## src/rtl/z80_rom_fetch.sv

```systemverilog
// Sound-CPU program fetch controller: Z80 ROM reads below $F800 through four bank windows to a shared SDRAM word port.
// Optional one-word fetch buffer enabled by defining Z80_FETCH_BUF_EN.
module z80_rom_fetch #(
  parameter int                 ADDR_W   = 22,
  parameter logic [ADDR_W-1:0]  ROM_BASE = '0
) (
  input  logic              CLK,
  input  logic              RESET,
  input  logic [15:0]       SDA,
  input  logic              nMREQ,
  input  logic              nIORQ,
  input  logic              nSDRD,
  output logic              nZ80WAIT,
  output logic [7:0]        Z80_DOUT,
  output logic              MEM_REQ,
  output logic [ADDR_W-1:0] MEM_ADDR,
  input  logic              MEM_ACK,
  input  logic [15:0]       MEM_DATA,
  output logic [1:0]        state_dbg
);

  // Handshake: MEM_REQ is a level held from REQ entry until the cycle MEM_ACK is seen;
  // MEM_ADDR is stable for that whole interval and MEM_DATA is only taken in the ACK cycle.
  typedef enum logic [1:0] {IDLE, REQ, HOLD, DRAIN} state_t;

  state_t            state, state_next;
  logic [7:0]        bank0, bank1, bank2, bank3;
  logic              romrd, io_rd, io_q, bank_wr;
  logic [21:0]       xlat;
  logic [ADDR_W-1:0] tgt;
  logic              load_addr, load_ack, load_hit;
  logic              buf_hit;
  logic [7:0]        hit_byte;

  assign romrd   = !nMREQ && !nSDRD && (SDA < 16'hF800);
  assign io_rd   = !nIORQ && !nSDRD;
  assign bank_wr = io_rd && !io_q;

  always_ff @(posedge CLK) begin
    if (RESET) begin
      io_q  <= 1'b0;
      bank0 <= 8'd2;
      bank1 <= 8'd6;
      bank2 <= 8'd14;
      bank3 <= 8'd30;
    end else begin
      io_q <= io_rd;
      if (bank_wr) begin
        case (SDA[3:0])
          4'h8:    bank3 <= SDA[15:8];
          4'h9:    bank2 <= SDA[15:8];
          4'hA:    bank1 <= SDA[15:8];
          4'hB:    bank0 <= SDA[15:8];
          default: ;
        endcase
      end
    end
  end

  always_comb begin
    xlat = {7'd0, SDA[14:0]};
    if (SDA[15]) begin
      if (!SDA[14])      xlat = {bank0, SDA[13:0]};
      else if (!SDA[13]) xlat = {1'b0, bank1, SDA[12:0]};
      else if (!SDA[12]) xlat = {2'b0, bank2, SDA[11:0]};
      else               xlat = {3'b0, bank3, SDA[10:0]};
    end
  end

  assign tgt = ADDR_W'(xlat) + ROM_BASE;

`ifdef Z80_FETCH_BUF_EN
  logic              buf_valid;
  logic [ADDR_W-2:0] buf_tag;
  logic [15:0]       buf_data;

  assign buf_hit  = buf_valid && (buf_tag == tgt[ADDR_W-1:1]);
  assign hit_byte = SDA[0] ? buf_data[15:8] : buf_data[7:0];

  // A bank write wins over a same-cycle fill so no stale mapping can survive.
  always_ff @(posedge CLK) begin
    if (RESET) begin
      buf_valid <= 1'b0;
    end else if (bank_wr) begin
      buf_valid <= 1'b0;
    end else if (load_ack) begin
      buf_valid <= 1'b1;
      buf_tag   <= MEM_ADDR[ADDR_W-1:1];
      buf_data  <= MEM_DATA;
    end
  end
`else
  assign buf_hit  = 1'b0;
  assign hit_byte = 8'hFF;
`endif

  always_ff @(posedge CLK) begin
    if (RESET) state <= IDLE;
    else       state <= state_next;
  end

  // IDLE starts on romrd level, which also picks up a read that began while DRAIN was finishing.
  always_comb begin
    state_next = state;
    load_addr  = 1'b0;
    load_ack   = 1'b0;
    load_hit   = 1'b0;
    case (state)
      IDLE: begin
        if (romrd) begin
          if (buf_hit) begin
            state_next = HOLD;
            load_hit   = 1'b1;
          end else begin
            state_next = REQ;
            load_addr  = 1'b1;
          end
        end
      end
      REQ: begin
        if (MEM_ACK) begin
          if (romrd) begin
            state_next = HOLD;
            load_ack   = 1'b1;
          end else begin
            state_next = IDLE;
          end
        end else if (!romrd) begin
          state_next = DRAIN;
        end
      end
      HOLD:    if (!romrd) state_next = IDLE;
      DRAIN:   if (MEM_ACK) state_next = IDLE;
      default: state_next = IDLE;
    endcase
  end

  always_ff @(posedge CLK) begin
    if (RESET) begin
      MEM_ADDR <= '0;
      Z80_DOUT <= 8'hFF;
    end else begin
      if (load_addr) MEM_ADDR <= {tgt[ADDR_W-1:1], 1'b0};
      if (load_ack)  Z80_DOUT <= SDA[0] ? MEM_DATA[15:8] : MEM_DATA[7:0];
      else if (load_hit) Z80_DOUT <= hit_byte;
    end
  end

  assign MEM_REQ   = ((state == REQ) || (state == DRAIN)) && !RESET;
  assign nZ80WAIT  = !(romrd && (state != HOLD));
  assign state_dbg = state;

endmodule

```

## config.mk

```make
export PLATFORM = sky130hd
export DESIGN_NAME = z80_rom_fetch
export DESIGN_NICKNAME = d
export VERILOG_FILES = /design/src/rtl/z80_rom_fetch.sv
export SDC_FILE = /design/constraint.sdc
export NUM_CORES = 1
export LEC_CHECK = 0
export ABC_AREA = 0
export BUFFER_PORTS_ARGS = -buffer_cell sky130_fd_sc_hd__buf_4
export CAP_MARGIN = 20
export CORE_ASPECT_RATIO = 1.75
export CORE_MARGIN = 2
export CORE_UTILIZATION = 30
export DETAILED_ROUTE_END_ITERATION = 7
export PLACE_DENSITY = 0.61
export SLEW_MARGIN = 25
export SYNTH_ARGS = -nofsm -noshare
export SYNTH_HDL_FRONTEND = slang
export SYNTH_SLANG_ARGS = --single-unit
```

## constraint.sdc

```tcl
create_clock -name CLK -period 2.1 [get_ports CLK]
set_input_delay 0.105 -clock CLK [delete_from_list [all_inputs] [get_ports CLK]]
set_output_delay 0.105 -clock CLK [all_outputs]
set_load 0.01 [all_outputs]
```

* Word level (Yosys, flattened, before mapping)
Index checks and enable logic that the tools add are counted. Widths: inputs -> output; s select.
Word-level totals: register bits 64, bits of input ports 38
Cells by class: $lt $le $gt $ge 1, equality and inequality tests 12, mux-type cells 17, reduce and logical (&&, ||, !) cells 19
Operators with widths (count):
- $mux 22 | 2
- $mux 21 | 1
- $mux 20 | 1
- $eq 4x4->1 const B | 4
- $lt 16x16->1 const B | 1
- $mux 8 | 2
- $mux 2 | 6
- $ne 2x2->1 const B | 4
- $pmux 2 s4 | 1
- $reduce_and 2->1 | 4
- $logic_and 1x1->1 | 6
- $logic_not 1->1 | 6
- $eq 2x2->1 const B | 2
- $mux 1 | 4
- $reduce_and 4->1 | 1
- $ne 3x3->1 const B | 1
- $eq 2x1->1 const B | 1
- $logic_not 2->1 | 1
- $logic_or 1x1->1 | 1

* Depth between registers and ports, before layout
depth after elaboration 7, gate-level depth with buffers 8, depth with buffers taken out 4

* Least setup slack after synthesis
No wires, ideal clock.
kind register -> register, start register state[1], in the netlist state_dbg[1], end register MEM_ADDR[19], library setup time 0.059 ns, data arrival time 1.676 ns, required time 2.041 ns, slack 0.365 ns, cell stages (with the launch flop) 6, path buffers 1, clock period less this slack 1.735 ns, cell sequence dfxtp_1 or4_1 a21o_1 buf_2 nor3b_2 a22o_1
Between the ends: longest elaborated chain between the ends 2
RTL lines:
- start, declared | RTL line 26 | state_t state, state_next;
- start signal, assigned | RTL line 99 | else state <= state_next;
- $logic_not 2->1 | RTL line 108 | case (state)
- $mux 1 | RTL line 108
- end signal, assigned | RTL line 143 | if (load_addr) MEM_ADDR <= {tgt[ADDR_W-1:1], 1'b0};
- end, declared | RTL line 16 | output logic [ADDR_W-1:0] MEM_ADDR,
Every way passes these cells. A chain may end at the register's enable or synchronous reset.

* Worst setup path in the final report
start register io_q, end register bank0[0]
Between the ends: longest elaborated chain between the ends 3
RTL lines:
- start, declared | RTL line 28 | logic romrd, io_rd, io_q, bank_wr;
- start signal, assigned | RTL line 47 | io_q <= io_rd;
- $logic_not 1->1 | RTL line 37 | assign bank_wr = io_rd && !io_q;
- $logic_and 1x1->1 | RTL line 37
- $reduce_and 2->1 (no source line)
- end signal, assigned | RTL line 53 | 4'hB: bank0 <= SDA[15:8];
- end, declared | RTL line 27 | logic [7:0] bank0, bank1, bank2, bank3;
Every way passes these cells.

==> impl_metrics.ini <==
[detailed_routing]
vias = 2394
drt_wl_total_um = 6860
via_per_inst = 4.90
drt_first_pass_iters = 6
ant_nets = 0
wl_per_cell_um = 14.0
drt_iter0_markers = 110
drc = 0

[clock_network]
cts-root-buf = clkbuf_16
clock_latency_ns = 0.32
h-tree-depth = 3
numCtsBuffers = 9
cts_tree = done
clk_path_buf_depth = 2
clk_transition_reported_paths_ns = 0.05
clock-sinks = 64
cts_setup_buffers = 0

[synth]
ys_seq_area_frac = 0.473
ys_top_cells_by_area = dfxtp_1 47%, mux2i_1 10%, a21oi_1 7.4%, nor2_1 5.1%, nor3_1 3.9%
netlist.area_leader.share = 0.473
avgSynthCellArea_um2 = 8.88
syn_area_um2 = 2710
syn_nets = 343
synthArstFlopShare = 0
synth.most_common_cell = dfxtp_1
synthFlopType = dfxtp_1
ys.warnings.count = 0
synthDistinctLibCells = 35
synth-edff-count = 0
synth_seq_cells = 64
postSynthCellCount = 305
synth_top_area_cell = dfxtp_1
synthTopCellsByCount = 64 x dfxtp_1, 40 x a21oi_1, 37 x nor2_1, 28 x mux2i_1, 25 x nand2_1

[sta]
rsz0062_at_grt = false
finClkSkew_ns = 0.00492
min_period_ns = 1.99
fin_crit_sh = 0.946
tns_ns = 0
finalMaxSlewViolations = 0
fmax_mhz = 503
setup_viol = 0
finalHoldViolations = 0
worst_hold_slack_ns = 0.0311
fin_ws_ns = 0.114

[grt]
antenna_found_initial = 0
met3_usage = 0.0420
grt_pass1_wl_um = 11000
met2_usage = 0.241
grt_pass1_vias = 2257
grtUsageMet1 = 0.181
track_usage = 0.150
grt_max_degree = 46
busiest_layer = met2
grt_overflow = 0

[floorplanning]
num_rows = 45
ios = 72
die_area_um2 = 9830
die_w_um = 75.8
die_h_um = 130
initial_utilization = 0.310
core_area_um2 = 8730

[power]
clkPwrFrac = 0.466
seq_power_share = 0.441
power_density_nw_per_um2 = 787
p_comb_frac = 0.093
leakage_uw = 0.00144
p_int_uw = 2220
swShare = 0.220
vdd_ir_drop_max_mv = 0.403
power_uw = 2850
power.switching_uw = 628

[worst_setup_path]
slowest_delay_ns = 0.74
cpMaxStageDelayCell = or4b_1
critPathMaxFanout = 9
cp.required_ns = 2.29
crit_family = simple AND/OR/NAND/NOR gates
cp_cell_sequence = or4b_4, or4b_1, mux2i_1, nor2_1
crit_arrival_ns = 2.18
path_buf_inv = 0
path_class = flop to flop
r2r_cells = 4
start_kind = flop
critical_path_depth = 4
end_kind = flop

[final_layout]
antenna_cells = 0
drive_above_1_share = 0.272
layout.nets = 406
fill_cells = 898
syn_to_final_growth_pct = 33.6
fin_area_um2 = 3620

[placed_design]
placed_cell_area_um2 = 3330
io_buffers = 70
hpwl_um = 4840
place_congestion = 0.792
place_ws_ns = 0.103

[min_path]
whs_path_depth = 3
hold_class = input pin to flop

[flow_run]
max_cap_viol_count = 0

[status]
run_status = complete, no violations
==> stage by stage <==
stage / utilization / cells
2_1_floorplan: - / 305
3_3_place_gp: 0.382 / 472
3_5_place_dp: 0.382 / 472
4_1_cts: 0.415 / 489
5_1_grt: 0.415 / 489
6_report: 0.415 / 489
==> flip-flops by register name, summed over array words and instances, names as in the netlist <==
register / count
bank0: 8
MEM_ADDR: 21
bank1: 8
Z80_DOUT: 8
io_q: 1
bank3: 8
bank2: 8
state_dbg: 2
==> cell families after synthesis <==
| kind of cell | Yosys count | synth area share |
|---|---|---|
| AND/OR/NAND/NOR | 108 | 0.195 |
| AO/OA/AOI/OAI | 67 | 0.156 |
| flip-flops | 64 | 0.473 |
| multiplexers | 33 | 0.124 |
| buffers and inverters | 32 | 0.0504 |
| other | 1 | 0.00138 |
==> placed cells by master, fill, tap and decap left out, drive strengths merged, types with 2 or more instances in the layout <==
cell type    netlist  layout
nand2             25      25
a21oi             41      41
dlygate4sd3        0       2
nor2              37      37
nor3              21      21
buf               12      78
a22o               5       5
nand3b             4       4
o21ai              3       3
a211oi            10      10
nor2b              8       8
mux2i             28      28
dfxtp             64      64
nand2b             2       2
a21o               2       2
or4b               2       2
mux2               5       5
nand3              2       2
inv                4       4
nor4               2       2
a31oi              3       3
clkbuf            16      15
==> final cells by class <==
cell class | instances | area, um2 | area share
clock buffer | 15 | 268 | 0.0740
inverter | 4 | 15.0 | 0.00415
multi-input combinational | 209 | 1300 | 0.360
sequential | 64 | 1280 | 0.354
tap | 117 | 146 | 0.0405
timing repair buffer | 80 | 606 | 0.167
==> power by group through the flow <==
| stage | clock network, uW | logic, uW | registers [uW] |
|---|---|---|---|
| after floorplan | 0 | 131 | 1290 |
| after global placement | 0 | 262 | 1280 |
| after detailed placement | 0 | 265 | 1280 |
| after CTS | 1370 | 268 | 1260 |
| after global routing | 1410 | 292 | 1260 |
| final | 1330 | 265 | 1260 |
==> path summary, 6_finish.rpt <==
path	endpoint	slack, ns	start
setup / recovery	bank0[0]$_SDFFE_PP0P_	0.11	io_q$_SDFF_PP0_
hold / removal	MEM_ADDR[7]$_SDFFE_PP0P_	0.03	SDA[7]
setup reg to reg	bank0[0]$_SDFFE_PP0P_	0.11	io_q$_SDFF_PP0_
hold reg to reg	MEM_ADDR[3]$_SDFFE_PP0P_	0.46	MEM_ADDR[3]$_SDFFE_PP0P_
==> layer usage <==
layer  up-vias  part of all wire
li1       1187                 -
met1      1129              0.41
met2        66              0.51
met3        12             0.042
met4         0             0.031
met5         -                 0
==> worst register-to-register path, cell delays in order, from the launching register on <==
cell,delay [ns]
dfxtp_1,0.29
or4b_4,0.51
or4b_1,0.74
mux2i_1,0.26
nor2_1,0.06
==> repair_timing <==
action	CTS	global route
hold endpoints to repair	1	0
hold buffers	2	0
resized for setup	0	0
No activity file was read; power rests on OpenSTA's default activity.
